`src/rtl/vc_val_credit_link_arbiter_pkg.sv`:
```
// ---------------------------------------------------------------------------
// vc_val_credit_link_arbiter_pkg
//   Shared types and helpers for the val/credit link arbiter:
//   - credit_stat_e : coarse state of the sender's credit counter
//   - vc_ptr_w      : width of a round-robin pointer for n requesters
//   - vc_ptr_next   : explicit modulo-n increment of a port index
//   - vc_credit_next: next credit count, saturating at the receiver depth
// ---------------------------------------------------------------------------
package vc_val_credit_link_arbiter_pkg;

  typedef enum logic [1:0] {
    CR_EMPTY = 2'd0,  // no credits, link must stay idle
    CR_AVAIL = 2'd1,  // some but not all receiver entries free
    CR_FULL  = 2'd2   // receiver buffer completely free
  } credit_stat_e;

  // A single requester still needs a 1-bit pointer so no vector collapses to zero width.
  function automatic int unsigned vc_ptr_w(input int unsigned n);
    return (n > 32'd1) ? $clog2(n) : 32'd1;
  endfunction

  // Wrap is done by comparison so non-power-of-2 port counts stay correct.
  function automatic int unsigned vc_ptr_next(input int unsigned idx, input int unsigned n);
    return ((idx + 32'd1) >= n) ? 32'd0 : (idx + 32'd1);
  endfunction

  // take is only ever set when cur is non-zero, so the subtraction cannot wrap.
  function automatic int unsigned vc_credit_next(input int unsigned cur,
                                                 input logic        take,
                                                 input logic        give,
                                                 input int unsigned max);
    int unsigned n;
    n = cur + 32'(give) - 32'(take);
    return (n > max) ? max : n;
  endfunction

  function automatic credit_stat_e vc_credit_stat(input int unsigned cur, input int unsigned max);
    credit_stat_e s;
    if (cur == 32'd0) begin
      s = CR_EMPTY;
    end else if (cur >= max) begin
      s = CR_FULL;
    end else begin
      s = CR_AVAIL;
    end
    return s;
  endfunction

endpackage

```
`src/rtl/vc_round_robin_arb.sv`:
```
// ---------------------------------------------------------------------------
// vc_round_robin_arb
//   Purely combinational round-robin picker. Searches req_i starting at
//   ptr_i and wrapping upward; the first set bit wins.
// Ports:
//   req_i  [NUM_REQS-1:0]  request bits (already qualified by credit/reset)
//   ptr_i  [PTR_W-1:0]     highest-priority port this cycle
//   gnt_o  [NUM_REQS-1:0]  one-hot grant, all zero when no request
//   idx_o  [PTR_W-1:0]     index of the granted port (0 when none)
//   any_o                  a grant was issued
// ---------------------------------------------------------------------------
module vc_round_robin_arb
  import vc_val_credit_link_arbiter_pkg::*;
#(
  parameter int unsigned NUM_REQS = 4,
  parameter int unsigned PTR_W    = vc_ptr_w(NUM_REQS)
) (
  input  logic [NUM_REQS-1:0] req_i,
  input  logic [PTR_W-1:0]    ptr_i,
  output logic [NUM_REQS-1:0] gnt_o,
  output logic [PTR_W-1:0]    idx_o,
  output logic                any_o
);

  // Rotating priority search; once a winner is found later candidates are masked by any_o.
  always_comb begin
    int unsigned      sum;
    logic [PTR_W-1:0] cand;
    logic             hit;
    gnt_o = {NUM_REQS{1'b0}};
    idx_o = {PTR_W{1'b0}};
    any_o = 1'b0;
    sum   = 32'd0;
    cand  = {PTR_W{1'b0}};
    hit   = 1'b0;
    for (int unsigned off = 32'd0; off < NUM_REQS; off++) begin
      sum         = 32'(ptr_i) + off;
      cand        = PTR_W'((sum >= NUM_REQS) ? (sum - NUM_REQS) : sum);
      hit         = !any_o && req_i[cand];
      gnt_o[cand] = gnt_o[cand] | hit;
      idx_o       = hit ? cand : idx_o;
      any_o       = any_o | hit;
    end
  end

endmodule

```
`src/rtl/vc_val_credit_link_arbiter_chk.sv`:
```
// ---------------------------------------------------------------------------
// vc_val_credit_link_arbiter_chk
//   Simulation-only protocol checks for the link arbiter.
// Ports:
//   clk, reset   arbiter clock and synchronous reset
//   cr_stat_i    current credit counter state
//   i_credit     credit return from the receiver
//   rdy_i        grant vector presented to the requesters
// ---------------------------------------------------------------------------
module vc_val_credit_link_arbiter_chk
  import vc_val_credit_link_arbiter_pkg::*;
#(
  parameter int unsigned NUM_REQS = 4
) (
  input logic                clk,
  input logic                reset,
  input credit_stat_e        cr_stat_i,
  input logic                i_credit,
  input logic [NUM_REQS-1:0] rdy_i
);

  // The receiver cannot free an entry when every entry is already free.
  a_credit_overflow: assert property (@(posedge clk) disable iff (reset)
    !(i_credit && (cr_stat_i == CR_FULL)));

  a_rdy_onehot0: assert property (@(posedge clk) $onehot0(rdy_i));

  a_rdy_no_credit: assert property (@(posedge clk) disable iff (reset)
    (cr_stat_i == CR_EMPTY) |-> (rdy_i == {NUM_REQS{1'b0}}));

  a_rdy_in_reset: assert property (@(posedge clk)
    reset |-> (rdy_i == {NUM_REQS{1'b0}}));

endmodule

```
`src/rtl/vc_val_credit_link_arbiter.sv`:
```
// ---------------------------------------------------------------------------
// vc_val_credit_link_arbiter
//   Sender-side scheduler for a val/credit link. Round-robin arbitrates
//   among NUM_REQS val/rdy requesters, spends one credit per transfer and
//   registers the winning message onto the link one cycle later.
// Ports:
//   clk       clock, all state on posedge
//   reset     synchronous active-high reset (receiver is reset alongside)
//   i_msg     requester messages, port k at [k*MSG_SZ +: MSG_SZ]
//   i_val     requester valids
//   o_rdy     one-hot grant, combinational from i_val and current state
//   o_msg     registered link message, holds when idle
//   o_val     registered link valid, one cycle per transfer
//   i_credit  one receiver entry freed this cycle
// ---------------------------------------------------------------------------
module vc_val_credit_link_arbiter
  import vc_val_credit_link_arbiter_pkg::*;
#(
  parameter int unsigned MSG_SZ      = 32,
  parameter int unsigned NUM_REQS    = 4,
  parameter int unsigned NUM_CREDITS = 4,
  parameter int unsigned CREDIT_SZ   = 3   // must hold 0..NUM_CREDITS
) (
  input  logic                         clk,
  input  logic                         reset,
  input  logic [NUM_REQS*MSG_SZ-1:0]   i_msg,
  input  logic [NUM_REQS-1:0]          i_val,
  output logic [NUM_REQS-1:0]          o_rdy,
  output logic [MSG_SZ-1:0]            o_msg,
  output logic                         o_val,
  input  logic                         i_credit
);

  localparam int unsigned PTR_W = vc_ptr_w(NUM_REQS);

  logic [CREDIT_SZ-1:0] credits_q, credits_d;
  logic [PTR_W-1:0]     ptr_q, ptr_d;
  logic [MSG_SZ-1:0]    msg_q, msg_d;
  logic                 val_q, val_d;

  logic                 credit_ok_s;
  logic [NUM_REQS-1:0]  req_s;
  logic [NUM_REQS-1:0]  gnt_s;
  logic [PTR_W-1:0]     idx_s;
  logic                 grant_s;
  logic [MSG_SZ-1:0]    msg_sel_s;
  credit_stat_e         cr_stat_s;

  // A credit returned this cycle only shows up in credits_q next cycle, so it is not usable now.
  assign credit_ok_s = (credits_q != {CREDIT_SZ{1'b0}}) && !reset;
  assign req_s       = i_val & {NUM_REQS{credit_ok_s}};
  assign o_rdy       = gnt_s;
  assign o_msg       = msg_q;
  assign o_val       = val_q;

  vc_round_robin_arb #(
    .NUM_REQS (NUM_REQS),
    .PTR_W    (PTR_W)
  ) u_arb (
    .req_i (req_s),
    .ptr_i (ptr_q),
    .gnt_o (gnt_s),
    .idx_o (idx_s),
    .any_o (grant_s)
  );

  // Select the winning requester's message by index.
  always_comb begin
    msg_sel_s = {MSG_SZ{1'b0}};
    for (int unsigned k = 32'd0; k < NUM_REQS; k++) begin
      msg_sel_s = (idx_s == PTR_W'(k)) ? i_msg[k*MSG_SZ +: MSG_SZ] : msg_sel_s;
    end
  end

  // Next-state for credits, pointer and link registers.
  always_comb begin
    credits_d = CREDIT_SZ'(vc_credit_next(32'(credits_q), grant_s, i_credit, NUM_CREDITS));
    ptr_d     = grant_s ? PTR_W'(vc_ptr_next(32'(idx_s), NUM_REQS)) : ptr_q;
    val_d     = grant_s;
    msg_d     = grant_s ? msg_sel_s : msg_q;
    cr_stat_s = vc_credit_stat(32'(credits_q), NUM_CREDITS);
  end

  // State registers; reset discards any credit returned in the same cycle.
  always_ff @(posedge clk) begin
    if (reset) begin
      credits_q <= CREDIT_SZ'(NUM_CREDITS);
      ptr_q     <= {PTR_W{1'b0}};
      msg_q     <= {MSG_SZ{1'b0}};
      val_q     <= 1'b0;
    end else begin
      credits_q <= credits_d;
      ptr_q     <= ptr_d;
      msg_q     <= msg_d;
      val_q     <= val_d;
    end
  end

  vc_val_credit_link_arbiter_chk #(
    .NUM_REQS (NUM_REQS)
  ) u_chk (
    .clk       (clk),
    .reset     (reset),
    .cr_stat_i (cr_stat_s),
    .i_credit  (i_credit),
    .rdy_i     (o_rdy)
  );

endmodule

```
`config.mk`:
```
export PLATFORM = sky130hd
export DESIGN_NAME = vc_val_credit_link_arbiter
export DESIGN_NICKNAME = d
export VERILOG_FILES = /design/src/rtl/vc_val_credit_link_arbiter_pkg.sv /design/src/rtl/vc_round_robin_arb.sv /design/src/rtl/vc_val_credit_link_arbiter_chk.sv /design/src/rtl/vc_val_credit_link_arbiter.sv
export SDC_FILE = /design/constraint.sdc
export NUM_CORES = 1
export LEC_CHECK = 0
export CAP_MARGIN = 30
export CELL_PAD_IN_SITES_DETAIL_PLACEMENT = 2
export CELL_PAD_IN_SITES_GLOBAL_PLACEMENT = 2
export CORE_ASPECT_RATIO = 1.25
export CORE_MARGIN = 2
export CORE_UTILIZATION = 22
export DETAILED_ROUTE_END_ITERATION = 16
export GPL_TIMING_DRIVEN = 0
export PLACE_DENSITY = 0.89
export SLEW_MARGIN = 25
export SYNTH_ARGS = -nofsm -noshare
export SYNTH_HDL_FRONTEND = slang
export SYNTH_SLANG_ARGS = --single-unit
```
`constraint.sdc`:
```
create_clock -name clk -period 6.4 [get_ports clk]
set_input_delay 0.64 -clock clk [delete_from_list [all_inputs] [get_ports clk]]
set_output_delay 0.64 -clock clk [all_outputs]
set_load 0.1 [all_outputs]
```
After elaboration in Yosys (flattened, before gate mapping). Index checks and enable logic that the tools add are counted. Widths: inputs -> output; s select.

Word-level logic and storage cells: 95. Register bits after elaboration: 38. Input port bits: 135. Output and inout port bits: 37.

Reductions and logical operators: 15. Eq/ne operators: 3. Add/sub/neg operators: 10. Muxes and demuxes: 40. Bitwise operators: 9. Order comparisons: 14.

Operators by type and width (count): $mux 32 (4); $gt 32x3->1 const B (1); $mux 2 (9); $bmux 1 s2 (8); $bwmux 4 (3); $ge 3x3->1 const B (4); $lt 2x3->1 const B (4); $mux 1 (12); $and 4x4->4 (2); $demux 1 s2 (4); $ge 2x1->1 const B (4); $logic_and 1x1->1 (8); $sub 2x1->2 const B (4); $or 1x1->1 (7); $add 2x1->3 const B (2); $add 2x2->3 const B (2); $sub 4x1->5 (1); $add 3x1->4 (1); $eq 2x2->1 const B (2); $logic_not 1->1 (4); $ge 2x3->1 const B (1); $reduce_bool 3->1 (1); $eq 2x1->1 const B (1); $logic_not 2->1 (1); $reduce_or 2->1 (1).

Depth between registers and ports, before layout.
Depth after elaboration: 19. Depth in mapped cells: 22. Depth with buffers taken out: 17.

Cells and area by module. A second synthesis with hierarchy kept.

Cells, all modules: 419. Area total of the unflattened synthesis: 3480.8 um^2.

Modules (own cells, without submodules): vc_val_credit_link_arbiter (cells each 340, times used 1, area each 2841.5 um^2, seq. area each 760.7 um^2); vc_round_robin_arb (cells each 79, times used 1, area each 639.4 um^2, seq. area each 0.0 um^2).

Least setup slack after synthesis. No wires, ideal clock.

Path type: flip-flop to output port. Start point: register ptr_q[0]. End point: output port o_rdy[3]. Data required time: 5.760 ns. Path buffers: 3. Setup slack: 0.721 ns. Cell stages (with the launch flop): 13. Arrival time: 5.039 ns. Path through: dfxtp_1 > buf_2 > buf_2 > inv_1 > ha_1 > buf_2 > nor4_1 > a22oi_1 > a32oi_1 > a21oi_1 > nor3b_2 > a311oi_1 > a211oi_1.

Word-level cells in the longest chain between the ends: 19. Elaborated cells between the ends (all ways): 67. Those cells by class: add/sub (7); order compare (12); mux (31); bitwise (7); reduce/logical (10).

RTL lines: start, declared (line vc_val_credit_link_arbiter.sv:37) `logic [PTR_W-1:0] ptr_q, ptr_d;`; start signal, assigned (line vc_val_credit_link_arbiter.sv:88) `ptr_q <= {PTR_W{1'b0}};`; start signal, assigned (line vc_val_credit_link_arbiter.sv:93) `ptr_q <= ptr_d;`; $ge 2x3->1 or $sub 2x1->2 (tied branches) (line vc_round_robin_arb.sv:38) `cand = PTR_W'((sum >= NUM_REQS) ? (sum - NUM_REQS) : sum);`; $mux 2 (line vc_round_robin_arb.sv:38); $lt 2x3->1 (implied by the code) or $ge 2x1->1 (tied branches) (line vc_round_robin_arb.sv:40) `gnt_o[cand] = gnt_o[cand] | hit;`; $logic_and 1x1->1 (implied by the code) (line vc_round_robin_arb.sv:40); $mux 1 (implied by the code) (line vc_round_robin_arb.sv:40); $demux 1 s2; $and 4x4->4 (no source line); $bmux 1 s2 (line vc_round_robin_arb.sv:40); [... 3 more ...]; $bmux 1 s2 (line vc_round_robin_arb.sv:40); $mux 1 (implied by the code) (line vc_round_robin_arb.sv:40); $or 1x1->1 (line vc_round_robin_arb.sv:40); $bwmux 4 (line vc_round_robin_arb.sv:40); $bmux 1 s2 (line vc_round_robin_arb.sv:40); $mux 1 (implied by the code) (line vc_round_robin_arb.sv:40); $or 1x1->1 (line vc_round_robin_arb.sv:40); $bwmux 4 * (line vc_round_robin_arb.sv:40); end, declared (line vc_val_credit_link_arbiter.sv:28) `output logic [NUM_REQS-1:0] o_rdy,`.

Every way passes the cells marked *; elsewhere a longest branch is shown, timed or not. The select of a mux whose other input is x is not followed.

Final worst setup path. Same ends and word-level chain as after synthesis.

==> results.sh <==
export IMPL_placedCellCount=803
export IMPL_gp_congestion=0.886
export IMPL_track_usage_pct=20.5
export IMPL_die_area_um2=15700
export IMPL_syn_area_um2=3240
export IMPL_synth_edf_count=0
export IMPL_final_cells=810
export IMPL_switching_share_pct=60.5
export IMPL_async_flop_share_pct=0
export IMPL_grt_max_degree=12
export IMPL_period_share_pct=91.9
export IMPL_p_int_uw=1210
export IMPL_clockBufferDepth=2
export IMPL_layout_commonest_cell="clkdlybuf4s50_1"
export IMPL_comb_power_share_pct=79.9
export IMPL_tightest_slew_ps=1050
export IMPL_clk_latency_ps=280
export IMPL_fin_setup_tns_ps=0
export IMPL_hpwl_um=13300
export IMPL_crit_path_frequent_cell="buf_2"
export IMPL_area_delta_synth_final_pct=62.7
export IMPL_drt_iter0_drc=125
export IMPL_fmax_ghz=0.170
export IMPL_pwr_share_clk_pct=7.7
export IMPL_final_cell_mix="clkdlybuf4s50_1, nor2_1, a21oi_1, dfxtp_1, a211oi_1"
export IMPL_boundaryPins=172
export IMPL_p_leak_uw=0.00199
export IMPL_grt_pass1_wl_um=25900
export IMPL_rows=49
export IMPL_antenna_found_initial=0
export IMPL_setup_violations=0
export IMPL_yosysWarningCount=0
export IMPL_antenna_left=0
export IMPL_postCtsSetupRepairBufs=0
export IMPL_fp_coreArea_um2=14400
export IMPL_drive_gt1_share_pct=4.11
export IMPL_ys_ff_latch=38
export IMPL_synth_area_per_cell_um2=7.07
export IMPL_seqPwrFrac_pct=12.4
export IMPL_drt_pass1_iterations=4
export IMPL_die_w_um=113
export IMPL_synthesis_nets=608
export IMPL_start_util_pct=22.5
export IMPL_tritoncts="done"
export IMPL_arrival_ps=5240
export IMPL_fin_worst_skew_ps=4.15
export IMPL_yosysSeqAreaShare_pct=23.5
export IMPL_hold_viol_final=0
export IMPL_crit_fanout=10
export IMPL_synth_cell_type_count=52
export IMPL_drt_total_wl_um=15900
export IMPL_final_min_clock_period_ps=5880
export IMPL_start_kind="register"
export IMPL_clk_root_buffer_cell="clkbuf_16"
export IMPL_cts_htree_levels=2
export IMPL_vias_per_cell=5.25
export IMPL_clkSlewWorstSetupHoldPaths_ps=60
export IMPL_drv_slew=0
export IMPL_rsz0062_at_grt="false"
export IMPL_netlist_instances=458
export IMPL_overflow=0
export IMPL_crit_type="register to primary output"
export IMPL_path_buf_inv=5
export IMPL_drv_cap=0
export IMPL_fillers=1636
export IMPL_port_buffers=167
export IMPL_cellPowerDensity_nw_per_um2=582
export IMPL_fp_dieH_um=140
export IMPL_cts_hold_buf=0
export IMPL_cts_sinks=38
export IMPL_fin_nets=782
export IMPL_slew_limit_headroom_pct=29.7
export IMPL_cp_cell_sequence="buf_2, buf_2, inv_1, ha_1, buf_2, nor4_1, a22oi_1, a32oi_1, a21oi_1, nor3b_2, a311oi_1, a211oi_1, clkdlybuf4s50_1"
export IMPL_status="finished clean"
export IMPL_crit_path_end_kind="primary output"
export IMPL_crit_slowest_cell="clkdlybuf4s50_1"
export IMPL_drc_errors=0
export IMPL_routed_via_count=4256
export IMPL_crit_family="buffers and inverters"
export IMPL_power_switching_uw=1850
export IMPL_required_ps=5760
export IMPL_cp_slowest_stage_delay_ps=1170
export IMPL_holdWs_ps=503
export IMPL_grt_pass1_vias=4855
export IMPL_wl_per_cell_um=19.7
export IMPL_cts_buffers=5
export IMPL_hold_path_class="register to register"
export IMPL_n_antenna_cell=0
export IMPL_ir_worst_vdd_v=0.000470
export IMPL_cts_resized=0
export IMPL_synth_flop_cell="dfxtp_1"
==> Yosys cell counts, types with 2 or more instances <==
cell,n,share of area [%]
or3_1,2,0.39
nor4_1,4,0.77
o211ai_1,2,0.46
a211oi_1,35,8.1
a311oi_1,2,0.54
inv_1,21,2.4
clkbuf_1,30,3.5
o311ai_0,2,0.54
a2111oi_0,3,0.81
buf_1,7,0.81
nand2_1,8,0.93
o21ai_0,9,1.4
mux4_2,4,2.8
o31a_1,2,0.54
mux2i_1,3,0.93
ha_1,14,5.4
a31oi_1,2,0.39
xnor2_1,2,0.54
nor2b_1,2,0.39
buf_6,3,1.0
dfxtp_1,38,23
a22oi_1,34,7.9
a21oi_1,69,11
and3b_1,4,1.1
nor2_1,112,13
nor3b_1,4,0.93
nand3_1,4,0.62
nor3_1,9,1.4
buf_2,4,0.62
==> tightest hold or removal path, stage by stage (launching register included) <==
cell	delay [ps]
dfxtp_1	310
nor2_1	100
a211oi_1	50
==> final cells by class <==
cell class / instances / area, um^2 / share of cell area [%]
buffer: 44 / 193 / 3.66
multi-input combinational: 355 / 2210 / 41.9
clock inverter: 2 / 10.0 / 0.190
tap: 178 / 223 / 4.23
inverter: 21 / 78.8 / 1.50
clock buffer: 5 / 125 / 2.38
timing repair buffer: 167 / 1670 / 31.7
sequential: 38 / 761 / 14.4
==> routing by layer <==
metal | track usage [%] | share of wire, % | up-vias
met2 | 40.1 | 55 | 145
met4 | 7.00 | 3.0 | 0
met3 | 4.66 | 6.2 | 30
li1 | - | - | 1999
met1 | 21.1 | 35 | 2082
met5 | 0 | 0 | -
==> flip-flops by register name, summed over array words and instances, names as in the netlist <==
| register | cells |
|---|---|
| o_msg | 32 |
| credits_q | 3 |
| ptr_q | 2 |
| o_val | 1 |
==> power by group through the flow <==
stage / Clock (uW) / Sequential, uW / Combinational (uW)
2_1_floorplan: 0 / 829 / 1310
3_3_place_gp: 0 / 377 / 2310
3_5_place_dp: 0 / 384 / 2440
4_1_cts: 241 / 381 / 2470
5_1_grt: 250 / 388 / 2660
6_report: 237 / 379 / 2450
==> cell families (layout without fill, tap and decap cells) <==
group,after synthesis,after routing,synth area share [%]
AO/OA/AOI/OAI,171,171,35.0
AND/OR/NAND/NOR,158,158,21.8
buffers and inverters,65,239,8.39
flip-flops,38,38,23.5
adder cells (fa/ha/maj),15,15,6.03
multiplexers,8,8,4.41
XOR/XNOR,3,3,0.812
==> per-stage QoR <==
stage | utilization (%) | setup WS (ps) | area (um^2) | total power [uW]
after floorplan | - | 721 | 3240 | 2140
after global placement | 35.6 | 1140 | 5130 | 2690
after detailed placement | 35.6 | 816 | 5130 | 2830
after CTS | 36.6 | 498 | 5270 | 3090
after global routing | 36.6 | 119 | 5270 | 3300
final | 36.6 | 515 | 5270 | 3070
==> worst paths after layout <==
check                             start                       to  slack, ps  cells after the start
setup / recovery  ptr_q[0]$_SDFFE_PP0P_                 o_rdy[3]        520                     13
hold / removal    o_msg[0]$_SDFFE_PP0P_    o_msg[0]$_SDFFE_PP0P_        500                      2
setup reg to reg  ptr_q[0]$_SDFFE_PP0P_  credits_q[2]$_SDFF_PP1_        850                     21
hold reg to reg   o_msg[0]$_SDFFE_PP0P_    o_msg[0]$_SDFFE_PP0P_        500                      2
No activity file was read; power rests on OpenSTA's default activity.
==> RTL change 1 (same flow settings) <==
`NUM_REQS` is set to 4 in 3 places; all go to 8.
--- a/src/rtl/vc_round_robin_arb.sv
+++ b/src/rtl/vc_round_robin_arb.sv
@@ -13,5 +13,5 @@
   import vc_val_credit_link_arbiter_pkg::*;
 #(
-  parameter int unsigned NUM_REQS = 4,
+  parameter int unsigned NUM_REQS = 8,
   parameter int unsigned PTR_W    = vc_ptr_w(NUM_REQS)
 ) (
--- a/src/rtl/vc_val_credit_link_arbiter_chk.sv
+++ b/src/rtl/vc_val_credit_link_arbiter_chk.sv
@@ -11,5 +11,5 @@
   import vc_val_credit_link_arbiter_pkg::*;
 #(
-  parameter int unsigned NUM_REQS = 4
+  parameter int unsigned NUM_REQS = 8
 ) (
   input logic                clk,
--- a/src/rtl/vc_val_credit_link_arbiter.sv
+++ b/src/rtl/vc_val_credit_link_arbiter.sv
@@ -18,5 +18,5 @@
 #(
   parameter int unsigned MSG_SZ      = 32,
-  parameter int unsigned NUM_REQS    = 4,
+  parameter int unsigned NUM_REQS    = 8,
   parameter int unsigned NUM_CREDITS = 4,
   parameter int unsigned CREDIT_SZ   = 3   // must hold 0..NUM_CREDITS
Interface: changed (resized i_msg, i_val and o_rdy); port bits go from 172 to 308. The function was not compared with the original's and may differ.
==> RTL change 1 against the unedited design <==
  * Area after synthesis up 69%
  * Critical path type is now reg2reg
  * Sequential cell count is 1 higher
  * Highest routed layer unchanged
  * Worst setup slack got worse by 180 ps
  * Largest cell class unchanged
  * Design area increased by 77%
  * Wire length grew 120%
Power is left out: the tool's default activity adds up to more than one toggle a clock period on the data nets, which glitch-free logic cannot reach.
==> RTL change 1: results (changes against the unedited design) <==
* Maximum net fanout on the critical path: 10 (unchanged)
- The post-CTS setup repair buffer count came to 0 (unchanged).
* Clock Root Buffer: sky130_fd_sc_hd__clkbuf_16
* Unique cell type count in the Yosys netlist: 69 (+33%)
- The detailed router's first-iteration violation count was 545 (+340%).
- The total wire length after detailed routing is 35600 um (+120%).
- The headroom to the max-slew limit is 0.296 (-0.00160).
- Metal2 WL: 18500 um (+110%)
* Ys flop type: sky130_fd_sc_hd__dfxtp_1
- The worst setup skew after layout was 17.0 ps (+12.9 ps).
- The met3 layer wire length in the routed design came to 2110 um (+110%).
- Top Layer Used: met4
- Via-per-instance ratio: 5.67 (+8.0%)
- The number of detailed-routing iterations run before antenna repair is 6 (+2).
* Number of global-route vias before repair: 8689 (+79%)
- Synth Net Count: 1017 (+67%)
* Leading cell types by count after synthesis: sky130_fd_sc_hd__nand3_1, sky130_fd_sc_hd__nand2_1, sky130_fd_sc_hd__clkbuf_1, sky130_fd_sc_hd__o21ai_0, sky130_fd_sc_hd__dfxtp_1
- The sequential-to-total area share from yosys stat was 0.142 (-0.0925).
* Clk Latency, worst-skew pair: 300 ps (+20 ps)
- The min-delay analysis places its worst path in the category reg2reg.
* Number of antenna violations at the first check in global routing: 7 (+7)
* Routability Congestion: 0.905 (+2.2%)
- Share of async-settable or async-resettable flops after synthesis: 0 (unchanged)
* Met3 usage in global routing: 0.0476 (+0.000992)
* Overall Global Routing Usage: 0.262 (+0.0564)
- Number of levels in the clock H-tree: 2 (unchanged)
- Fill cells: 2825 (+73%)
- FMAX: 0.165 GHz (-3.0%)
* Setup slack, reg-to-reg: 330 ps (-520 ps)
- The flow ran to the end, and the final reports show no timing, DRC or antenna violations.
- The maximum number of buffers from clock root to sink was 2 (unchanged).
- Top area cells in the synthesized netlist: sky130_fd_sc_hd__dfxtp_1, sky130_fd_sc_hd__nand3_1, sky130_fd_sc_hd__a221o_1
- The HPWL reported at the end of detailed placement is 29700 um (+120%).
- The met2 usage in global routing is 0.482 (+0.0804).
- Wire length the detailed router placed on met1: 13400 um (+140%)
* Fraction of final layout cells sized beyond drive strength 1: 0.0926 (+0.0514)
- Post-placement worst setup slack: -1020 ps (-1830 ps)
* IO buf count: 306 (+83%)
- CP Data Arrival Time: 6230 ps (+990 ps)
- Total Nets Final: 1333 (+70%)
- The warning count from the yosys run is 0 (unchanged).
- Met1 Use GR: 0.293 (+0.0817)
- The first-pass GRT wire length came to 53300 um (+110%).
- The number of flip-flops under the largest register name is 32 (unchanged).
- After clock tree synthesis, the clock-pin slew on the worst setup and hold paths is about 70 ps.
* TritonCTS buffer count: 5 (unchanged)
* Largest net degree at the start of global routing: 20 (+8)
RTL change 1: kinds of logic (layout without fill, tap and decap cells):
family	after synthesis	after routing	share of synthesized area
xor+xnor	6	6	0.00959
flops	39	39	0.142
mux	33	33	0.0874
simple gates	261	261	0.243
compound gates	270	270	0.382
fa+ha+maj	19	19	0.0447
other cells	0	9	0
buf+inv	103	420	0.0916
RTL change 1: through the flow:
step | instances | area (sq um) | hold WS (ps) | TNS [ps] | util
final | 1387 | 9330 | 503 | 0 | 0.381
after global routing | 1386 | 9330 | 533 | 0 | 0.381
after floorplan | 731 | 5480 | 578 | -329 | -
after detailed placement | 1373 | 9120 | 489 | -31530 | 0.372
after global placement | 1367 | 8960 | 476 | -21000 | 0.366
after CTS | 1379 | 9290 | 504 | 0 | 0.379
RTL change 1: final timing paths:
check / depth (start not counted) / startpoint / to
setup / recovery: 24 / ptr_q[0]$_SDFFE_PP0N_ / o_msg[18]$_SDFFE_PP0N_
hold reg to reg: 2 / o_msg[23]$_SDFFE_PP0N_ / o_msg[23]$_SDFFE_PP0N_
setup reg to reg: 24 / ptr_q[0]$_SDFFE_PP0N_ / o_msg[18]$_SDFFE_PP0N_
hold / removal: 2 / o_msg[23]$_SDFFE_PP0N_ / o_msg[23]$_SDFFE_PP0N_
RTL change 1: worst max-delay path, stage by stage, from the launching register on:
cell and delay [ps]:
sky130_fd_sc_hd__dfxtp_1 340, sky130_fd_sc_hd__buf_6 160, sky130_fd_sc_hd__inv_2 210, sky130_fd_sc_hd__clkbuf_2 320, sky130_fd_sc_hd__ha_1 270, sky130_fd_sc_hd__buf_2 170
sky130_fd_sc_hd__buf_2 200, sky130_fd_sc_hd__inv_1 250, sky130_fd_sc_hd__o2111ai_1 210, sky130_fd_sc_hd__a41o_2 390, sky130_fd_sc_hd__a311oi_4 440, sky130_fd_sc_hd__nand3_1 260
sky130_fd_sc_hd__nor3_4 330, sky130_fd_sc_hd__o31ai_1 130, sky130_fd_sc_hd__nand2_1 210, sky130_fd_sc_hd__inv_1 140, sky130_fd_sc_hd__ha_1 310, sky130_fd_sc_hd__nor2b_1 160
sky130_fd_sc_hd__clkbuf_2 190, sky130_fd_sc_hd__clkbuf_2 250, sky130_fd_sc_hd__a22oi_1 230, sky130_fd_sc_hd__o21ai_0 150, sky130_fd_sc_hd__a221o_1 350, sky130_fd_sc_hd__o2111ai_1 90
sky130_fd_sc_hd__nand3_1 120
RTL change 1: repair_timing:
item,in CTS,in global routing
resized for setup,18,36
pin swaps,0,0
endpoints found under the setup margin,40,40
RTL change 1: final cells by class:
class                      count  area share
antenna                        9     0.00241
buffer                        75      0.0438
clock buffer                   6      0.0149
clock inverter                 2     0.00375
inverter                      25      0.0103
multi-input combinational    589       0.456
sequential                    39      0.0836
tap                          330      0.0442
timing repair buffer         312       0.341
==> RTL change 2 (config.mk and constraints unchanged) <==
Made on the original files. Reset style: asynchronous (`reset`), changed in one clocked block. Comments in the files are not updated.
--- a/src/rtl/vc_val_credit_link_arbiter.sv
+++ b/src/rtl/vc_val_credit_link_arbiter.sv
@@ -83,5 +83,5 @@
 
   // State registers; reset discards any credit returned in the same cycle.
-  always_ff @(posedge clk) begin
+  always_ff @(posedge clk or posedge reset) begin
     if (reset) begin
       credits_q <= CREDIT_SZ'(NUM_CREDITS);
Behaviour: differs if reset is asserted again (counterexample within 4 cycles, from zero or initial values and one cycle with reset high); with reset held inactive, the same outputs for 10 cycles.
==> RTL change 2 against the unedited design <==
  * Design area rose by 3.0%
  * Area after synthesis grew 2.4%
  * Worst setup slack improved by 220 ps
  * Synthesized cell count down 11%
  * Wire length up 0.33%
  * Highest routed layer is now met5
  * Clock skew rose by 3.3 ps
  * Sequential cell count did not move
  * Die area grew 2.4%
Power is not shown: default switching activity piles up to over one toggle a cycle in this logic, so the estimate is an artifact.
==> RTL change 2: results (changes against the unedited design) <==
* Compound-Gate Fraction of Synth Area: 0.280 (-0.0702)
- TritonCTS buffer count: 5 (unchanged)
- Routability Congestion: 0.833 (-6.0%)
* # placed instances: 763 (-5.0%)
* Worst r2r path cells: 18 (-14%)
* Routed wire length on met3: 803 um (-19%)
* Fraction of final layout cells sized beyond drive strength 1: 0.0577 (+0.0166)
- The commonest cells after synthesis are sky130_fd_sc_hd__a21oi_1, sky130_fd_sc_hd__nor2_1, sky130_fd_sc_hd__nor2b_1, sky130_fd_sc_hd__dfrtp_1, sky130_fd_sc_hd__nor3_1.
* DP HPWL: 13200 um (-0.36%)
- The number of distinct library cell variants in the gate-level netlist after synthesis came to 47 (-9.6%).
- The fraction of synthesis flops using an asynchronous set or reset pin was 1.00 (+1.00).
- Global-route wire length before repair: 25000 um (-3.6%)
* Overall Global Routing Usage: 0.198 (-0.00699)
* CP Data Arrival Time: 5020 ps (-220 ps)
* Metal2 WL: 8910 um (+0.99%)
- Post-Syn Area per Cell: 8.11 sq um (+15%)
* Initial DRC Count: 134 (+7.2%)
* Sequential area share after synthesis: 0.287 (+0.0521)
- The largest stage delay on the critical path came to 1150 ps (-20 ps).
* Number of vias after detailed routing: 4042 (-5.0%)
- The worst setup skew after layout came to 7.49 ps (+3.35 ps).
- The headroom to the max-slew limit is 0.315 (+0.0179).
- The number of antenna violations at the first check in global routing was 1 (+1).
* Total wire length: 16000 um (+0.33%)
* Met1 Use GR: 0.217 (+0.00531)
- Path category of the worst min-delay check: reg2reg
- The met2 usage in global routing came to 0.384 (-0.0169).
- The met1 wire length was 6030 um (+6.7%).
- Largest net degree at the start of global routing: 28 (+16)
* Top Layer Used: met5
- IO buf count: 171 (+2.4%)
- The flow ran to the end, and the final reports show no timing, DRC or antenna violations.
* Total Nets Final: 737 (-5.8%)
- Met3 usage in global routing: 0.0393 (-0.00730)
* Number of global-route vias before repair: 4526 (-6.8%)
- The via density per instance came to 5.24 (-0.35%).
* Synth Net Count: 558 (-8.2%)
## RTL change 2: cell count changes in the layout (fill, tap and decap cells not counted), moves of 33 or more
cell / before / now
sky130_fd_sc_hd__a22oi_1: 34 / 1
sky130_fd_sc_hd__a221oi_1: 0 / 33
sky130_fd_sc_hd__dfrtp_1: 0 / 37
sky130_fd_sc_hd__dfxtp_1: 38 / 0
sky130_fd_sc_hd__nor2_1: 112 / 39
sky130_fd_sc_hd__nor2b_1: 2 / 39
## RTL change 2: path summary, 6_finish.rpt
check / from / endpoint / slack (ps)
worst max-delay path: ptr_q[0]$_DFFE_PP0P_ / o_rdy[2] / 740
max in group asynchronous: reset / credits_q[2]$_DFF_PP1_ / 5170
worst max register to register: ptr_q[0]$_DFFE_PP0P_ / o_msg[18]$_DFFE_PP0P_ / 1120
worst min register to register: o_msg[19]$_DFFE_PP0P_ / o_msg[19]$_DFFE_PP0P_ / 530
min in group asynchronous: reset / o_msg[25]$_DFFE_PP0P_ / 680
worst min-delay path: o_msg[19]$_DFFE_PP0P_ / o_msg[19]$_DFFE_PP0P_ / 530
## RTL change 2: layout make-up
| class | instances | area, sq um |
|---|---|---|
| Sequential cell | 38 | 952 |
| Inverter | 13 | 48.8 |
| Clock buffer | 8 | 146 |
| Multi-Input combinational cell | 318 | 2120 |
| Timing Repair Buffer | 172 | 1730 |
| Buffer | 40 | 195 |
| Antenna cell | 1 | 2.50 |
| Tap cell | 182 | 228 |
| Fill cell | 1690 | 9460 |
## RTL change 2: per-stage QoR
stage	util	setup WS, ps	instance area (sq um)
6_report	0.364	736	5430
5_1_grt	0.364	417	5420
4_1_cts	0.364	683	5420
3_5_place_dp	0.354	990	5280
3_3_place_gp	0.353	505	5260
2_1_floorplan	-	1380	3320
